<file path="src/rtl/bp_pkg.sv">
// Shared types and widths for the output-layer backprop sequencer.
package bp_pkg;
  typedef enum logic [2:0] {
    S_IDLE, S_CLR, S_READ, S_FIRE, S_WAIT, S_WRITE, S_DONE
  } state_e;

  localparam int WEIGHT_W     = 8;
  localparam int HID_W        = 10;
  localparam int X_W          = 4;
  localparam int FINAL_W      = 19;
  localparam int N_HIDDEN_DEF = 4;
endpackage

</file>
<file path="src/rtl/bp_timeout_ctr.sv">
// Wait-cycle counter for the datapath handshake; saturates at TIMEOUT.
module bp_timeout_ctr #(
  parameter int TIMEOUT = 8
) (
  input  logic clk_i,
  input  logic rst_i,
  input  logic clr_i,
  input  logic en_i,
  output logic expired_o
);
  localparam int CW = $clog2(TIMEOUT + 1);

  logic [CW-1:0] cnt_q, cnt_d;

  assign expired_o = (cnt_q == CW'(TIMEOUT));

  always_comb begin
    cnt_d = cnt_q;
    if (clr_i)                cnt_d = '0;
    else if (en_i && !expired_o) cnt_d = cnt_q + 1'b1;
  end

  always_ff @(posedge clk_i) begin
    if (rst_i) cnt_q <= '0;
    else       cnt_q <= cnt_d;
  end
endmodule

</file>
<file path="src/rtl/output_backprop_seq.sv">
// Walks every hidden-to-output weight: read, fire datapath, wait for valid,
// write back. Aborts the pass on a datapath timeout.
module output_backprop_seq
  import bp_pkg::*;
#(
  parameter int N_HIDDEN = N_HIDDEN_DEF,
  parameter int IDX_W    = 2,
  parameter int TIMEOUT  = 8
) (
  input  logic                clk_i,
  input  logic                rst_i,
  input  logic                start_i,
  input  logic [X_W-1:0]      target_i,
  input  logic [FINAL_W-1:0]  final_i,
  output logic                busy_o,
  output logic                done_o,
  output logic                err_o,
  output logic [IDX_W-1:0]    idx_o,
  input  logic [WEIGHT_W-1:0] w_rd_i,
  input  logic [HID_W-1:0]    hid_rd_i,
  output logic                w_wr_en_o,
  output logic [WEIGHT_W-1:0] w_wr_data_o,
  output logic                dp_en_o,
  output logic                dp_clr_o,
  output logic [X_W-1:0]      dp_x_o,
  output logic [FINAL_W-1:0]  dp_final_o,
  output logic [HID_W-1:0]    dp_hidden_o,
  output logic [WEIGHT_W-1:0] dp_w_o,
  input  logic [WEIGHT_W-1:0] dp_w_i,
  input  logic                dp_valid_i
);
  state_e              state_q, state_d;
  logic [IDX_W-1:0]    idx_q, idx_d;
  logic                err_q, err_d;
  logic [X_W-1:0]      x_q, x_d;
  logic [FINAL_W-1:0]  fin_q, fin_d;
  logic [WEIGHT_W-1:0] w_q, w_d;
  logic [HID_W-1:0]    hid_q, hid_d;
  logic [WEIGHT_W-1:0] upd_q, upd_d;
  logic                expired;
  logic                act;

  bp_timeout_ctr #(.TIMEOUT(TIMEOUT)) u_tmo (
    .clk_i     (clk_i),
    .rst_i     (rst_i),
    .clr_i     (state_q == S_FIRE),
    .en_i      ((state_q == S_WAIT) && !dp_valid_i),
    .expired_o (expired)
  );

  always_comb begin
    state_d = state_q;
    idx_d   = idx_q;
    err_d   = err_q;
    x_d     = x_q;
    fin_d   = fin_q;
    w_d     = w_q;
    hid_d   = hid_q;
    upd_d   = upd_q;
    case (state_q)
      S_IDLE: if (start_i) begin
        x_d     = target_i;
        fin_d   = final_i;
        idx_d   = '0;
        err_d   = 1'b0;
        state_d = S_CLR;
      end
      S_CLR:  state_d = S_READ;
      S_READ: state_d = S_FIRE;
      S_FIRE: begin
        w_d     = w_rd_i;
        hid_d   = hid_rd_i;
        state_d = S_WAIT;
      end
      S_WAIT: begin
        if (dp_valid_i) begin
          upd_d   = dp_w_i;
          state_d = S_WRITE;
        end else if (expired) begin
          err_d   = 1'b1;
          state_d = S_DONE;
        end
      end
      S_WRITE: begin
        if (idx_q == IDX_W'(N_HIDDEN - 1)) begin
          state_d = S_DONE;
        end else begin
          idx_d   = idx_q + 1'b1;
          state_d = S_CLR;
        end
      end
      S_DONE:  state_d = S_IDLE;
      default: state_d = S_IDLE;
    endcase
  end

  always_ff @(posedge clk_i) begin
    if (rst_i) begin
      state_q <= S_IDLE;
      idx_q   <= '0;
      err_q   <= 1'b0;
      x_q     <= '0;
      fin_q   <= '0;
      w_q     <= '0;
      hid_q   <= '0;
      upd_q   <= '0;
    end else begin
      state_q <= state_d;
      idx_q   <= idx_d;
      err_q   <= err_d;
      x_q     <= x_d;
      fin_q   <= fin_d;
      w_q     <= w_d;
      hid_q   <= hid_d;
      upd_q   <= upd_d;
    end
  end

  // Outputs are forced low while rst_i is high so an in-flight write is dropped.
  assign act         = !rst_i;
  assign busy_o      = act && (state_q != S_IDLE);
  assign done_o      = act && (state_q == S_DONE);
  assign err_o       = act && err_q;
  assign idx_o       = act ? idx_q : '0;
  assign w_wr_en_o   = act && (state_q == S_WRITE);
  assign w_wr_data_o = act ? upd_q : '0;
  assign dp_en_o     = act && (state_q == S_FIRE);
  assign dp_clr_o    = act && (state_q == S_CLR);
  assign dp_x_o      = act ? x_q : '0;
  assign dp_final_o  = act ? fin_q : '0;
  // Read data is live in FIRE so the datapath sees it on the same edge as dp_en_o.
  assign dp_w_o      = !act ? '0 : (state_q == S_FIRE) ? w_rd_i : w_q;
  assign dp_hidden_o = !act ? '0 : (state_q == S_FIRE) ? hid_rd_i : hid_q;
endmodule

</file>
<file path="config.mk">
export PLATFORM = sky130hd
export DESIGN_NAME = output_backprop_seq
export DESIGN_NICKNAME = d
export VERILOG_FILES = /design/src/rtl/bp_pkg.sv /design/src/rtl/bp_timeout_ctr.sv /design/src/rtl/output_backprop_seq.sv
export SDC_FILE = /design/constraint.sdc
export NUM_CORES = 1
export LEC_CHECK = 0
export ABC_CLOCK_PERIOD_IN_PS = 1300
export BUFFER_PORTS_ARGS = -buffer_cell sky130_fd_sc_hd__buf_2
export CELL_PAD_IN_SITES_DETAIL_PLACEMENT = 0
export CELL_PAD_IN_SITES_GLOBAL_PLACEMENT = 2
export CORE_ASPECT_RATIO = 0.75
export CORE_MARGIN = 10
export CORE_UTILIZATION = 25
export CTS_CLUSTER_SIZE = 28
export DETAILED_ROUTE_END_ITERATION = 12
export HOLD_SLACK_MARGIN = 0.15
export PLACE_DENSITY = 0.75
export SYNTH_ARGS = -nofsm -noshare
export SYNTH_HDL_FRONTEND = slang
export SYNTH_SLANG_ARGS = --single-unit
</file>
<file path="constraint.sdc">
create_clock -name clk_i -period 1.3 [get_ports clk_i]
set_input_delay 0.13 -clock clk_i [delete_from_list [all_inputs] [get_ports clk_i]]
set_output_delay 0.13 -clock clk_i [all_outputs]
set_load 0.03 [all_outputs]
</file>
== Word level (Yosys, flattened, before mapping) ==
Index checks and enable logic that the tools add are counted.
Cells by class
  add/subtract/negate cells: 2
  equality and inequality tests: 13
  multiplexer cells: 20
  reduce and logical (&&, ||, !) cells: 21
Operators with widths (count)
  8-bit two-way mux: 3
  10-bit two-way mux: 2
  19-bit two-way mux: 1
  3-bit case mux with 6 select lines: 1
  3-bit two-way mux: 4
  3-bit equality test (second input constant): 3
  1-bit logical AND: 8
  3-bit by 2-bit equality test with 1-bit output (second input constant): 2
  2-bit two-way mux: 3
  2-bit != test (second input constant): 3
  2-bit AND reduction: 3
  4-bit by 1-bit adder with 4-bit output (second input constant): 1
  4-bit equality test (second input constant): 1
  4-bit two-way mux: 1
  2-bit case mux with 2 select lines: 1
  4-bit AND reduction: 1
  2-bit nonzero test: 2
  3-bit by 1-bit equality test with 1-bit output (second input constant): 1
  1-bit zero test: 3
  3-bit zero test: 1
  1-bit two-way mux: 3
  3-bit by 2-bit != test with 1-bit output (second input constant): 1
  3-bit AND reduction: 1
  3-bit nonzero test: 1
  other kinds (5): 5
Storage, ports and cells
  bits in registers: 59

== Longest topological paths before layout ==
  depth in word-level cells: 4
  depth in mapped cells: 6

== Cells and area by module ==
From an unflattened synthesis, not the netlist that was laid out.
Unflattened totals
  cells, all modules: 319
  area, all modules: 2557.5 um^2
By module, submodules not included
  output_backprop_seq: instances 1, cells each 294, area each 2333.5 um^2, seq. area each 1101.1 um^2
  bp_timeout_ctr: instances 1, cells each 25, area each 224.0 um^2, seq. area each 80.1 um^2

== Worst setup path after synthesis ==
No wires, ideal clock.
  path type: register -> output
  from: register state_q[2]
  to: output port done_o
  data arrival time: 1.604 ns
  required time: 1.170 ns
  setup slack: -0.434 ns
  stages on the path, launching flop included: 3
  path buffers: 1
  cell sequence: dfxtp_1 > buf_2 > nor4bb_1
On the way
  longest elaborated chain between the ends: 2
Ends and longest elaborated chain
  from (decl): line output_backprop_seq.sv:32  | state_e state_q, state_d;
  from (signal assigned): line output_backprop_seq.sv:108  | state_q <= state_d;
  3-bit equality test: line output_backprop_seq.sv:122  | assign done_o = act && (state_q == S_DONE);
  1-bit logical AND: line output_backprop_seq.sv:122
  to (decl): line output_backprop_seq.sv:16  | output logic done_o,
Every way passes these cells.

== Final worst setup path ==
  from: register state_q[2]
  to: output port dp_w_o[0]
On the way
  longest elaborated chain between the ends: 3
Ends and longest elaborated chain
  3-bit by 2-bit equality test with 1-bit output: line output_backprop_seq.sv:132  | assign dp_w_o = !act ? '0 : (state_q == S_FIRE) ? w_rd_i : w_q;
  8-bit two-way mux (2 in a row)
  to (decl): line output_backprop_seq.sv:28  | output logic [WEIGHT_W-1:0] dp_w_o,
Every way passes these cells.

==> metrics.csv <==
metric,value,unit
outcome,"complete, but fails checks",
failed_checks,negative setup slack,
critPathRequiredTime,1170,ps
first_pass_iters,4,
portBuffers,109,
io_pins,110,
nets,516,
wire_per_inst,14.2,µm
synth_cells,273,
grt_pass1_wl,13400,µm
skew,4.62,ps
critPathTopFamily,simple AND/OR/NAND/NOR gates,
clock-root-buffer,clkbuf_16,
antenna_found_initial,0,
clkPwrFrac,43.2,%
ys_types,34,
worst_slew_pin_slew,224,ps
die_area,15000,µm²
reg2reg_from,state_q[0],
clk_latency,320,ps
finalHoldWorstSlack,263,ps
numCtsBuffers,9,
synth.cell_area,2610,µm²
cts_tree,done,
drtIter0Drc,82,
hold_path_class,primary input to flop,
path_buf_inv,2,
finalSetupViolCount,60,
rsz0062_at_grt,true,
final_common_cell,buf_2,
crit_arrival,1560,ps
synth-seq-cells,59,
fin_util,46.5,%
final_cell_mix,"86 x buf_2, 55 x dfxtp_1, 49 x dlygate4sd3_1",
max_freq,590,MHz
routabilityCongestion,0.741,
clock_sinks,59,
fp.dieW,138,µm
slew_headroom,84.9,%
viasPerCell,4.21,
drv_slew,0,
crit_path_max_fanout,18,
internal_power,4.05,mW
final_layout_size_suffix_gt1_share,54.3,%
track_usage,11.3,%
hold_viol,0,
die_y,108,µm
syn2layout_area_growth,82.6,%
netSwitchingFraction,25.7,%
setup_slack,-394,ps
cp-end-kind,primary output,
synth.yosys.seq_area_share,45.3,%
cap_violations,0,
min_from,rst_i,
max_stage_delay,310,ps
syn_area_per_cell,9.56,µm²
crit_slowest_cell,dfxtp_2,
clkTransAtPathRegs,50,ps
clock_path_buffers,2,
finalCritPeriodShare,130,%
drt_wl_total,8500,µm
r2r_setup_slack,-120,ps
fillCellCount,1016,
min_period,1690,ps
p_seq_share,35.5,%
grt_start_max_net_pins,26,
critPathLaunch,state_q[2],
coreArea,10200,µm²
crit_chain,nand3b_1 > nor2b_4 > buf_12 > a22o_2 > buf_6,
n_antenna_cell,0,
drc_errors,0,
initial_core_util,25.5,%
overflow,0,
start_kind,flop,
ant_nets,0,
core.rowCount,32,
p_comb_share,21.3,%
leakagePower,2.08,nW
cts_max_level,3,
grt_pass1_vias,2631,
mappedNetlistNets,329,
criticalPathCategory,flop to primary output,
p_sw,1.40,mW
yosys_warnings,0,
pwr_density_cell,1140,nW/µm²
dp_hpwl,5590,µm
vias,2528,
vdd_ir_drop_max,0.598,mV
## layer usage
| metal | GRT usage (%) | wire [µm] | part of all wire (%) |
|---|---|---|---|
| met5 | 0 | 0 | 0 |
| met4 | 4.09 | 81 | 0.95 |
| met3 | 4.08 | 598 | 7.0 |
| met2 | 18.2 | 4040 | 47 |
| met1 | 13.7 | 3780 | 44 |
## through the flow
step / cell area, µm² / instances / total power [mW] / TNS (ps) / setup WS [ps]
2_1_floorplan: 2660 / 273 / 2.51 / -2780 / -149
3_3_place_gp: 3430 / 519 / 2.76 / -10650 / -387
3_5_place_dp: 3430 / 519 / 2.77 / -12050 / -408
4_1_cts: 4540 / 592 / 5.46 / -9730 / -383
5_1_grt: 4760 / 600 / 5.73 / -14430 / -467
6_report: 4760 / 600 / 5.45 / -10250 / -394
## cell usage after synthesis, drive strengths merged
cell	n	share of area (%)
nor2	18	4.0
nor4b	1	0.91
a221oi	1	0.34
nor3b	3	0.86
o311a	1	0.38
nor2b	35	8.4
clkbuf	4	0.58
inv	2	0.29
a22o	18	6.0
nand4	1	0.24
xnor2	2	0.67
nand3b	4	1.2
nand2b	7	1.7
a21oi	29	8.1
nand2	51	9.1
nor4bb	1	0.38
nand3	2	0.38
nor3	4	0.77
o21a	2	0.58
dfxtp	59	45
xor2	2	0.67
buf	14	4.4
mux2i	8	3.1
or2	1	0.34
ha	3	1.4
## worst paths after layout
kind                     to  cells past startpoint
min reg2reg        fin_q[0]                      2
max               dp_w_o[0]                      5
min               fin_q[18]                      3
max reg2reg  u_tmo.cnt_q[3]                      7
## cell type report
type / count / area (µm²) / share of cell area [%]
Clock inverter: 2 / 35.0 / 0.735
Clock buffer: 13 / 260 / 5.46
Tap cell: 136 / 170 / 3.57
Timing Repair Buffer: 194 / 1590 / 33.4
Sequential cell: 59 / 1190 / 24.9
Multi-Input combinational cell: 194 / 1510 / 31.7
Inverter: 2 / 7.51 / 0.158
## cells by family after synthesis
family,share of synthesized area (%)
muxes,3.07
and+or+nand+nor,28.2
DFF,45.3
xor gates and xnor gates,1.34
buffers and inverters,5.23
AOI/OAI and AO/OA,15.5
adders and majority gates,1.44
## sequential cells by signal, summed over array words and instances (netlist names)
signal,count
fin_q,19
hid_q,10
upd_q,8
w_q,8
u_tmo.cnt_q,4
x_q,4
state_q,3
idx_q,2
err_q,1
## power by group through the flow
stage	logic (mW)	registers, mW	clock network [mW]
after floorplan	0.547	1.96	0
after global placement	0.799	1.96	0
after detailed placement	0.804	1.97	0
after CTS	1.10	1.93	2.42
after global routing	1.25	1.94	2.53
final	1.16	1.93	2.36
## worst register-to-register path, cell delays in order (launching register included)
cell,delay [ps]
dfxtp_2,320
buf_6,140
buf_6,120
nor4b_4,270
buf_4,170
nand4_1,90
xor2_1,150
nor2_1,60
## what timing repair did
action                     in CTS  in global routing
cloned                          2                  0
setup endpoints to repair      79                 74
hold endpoints to repair       49                  0
buffers inserted                7                 11
pin swaps                       8                 24
gates resized for setup        60                 50
hold buffers                   49                  0
Power figures use the tool's default switching activity.
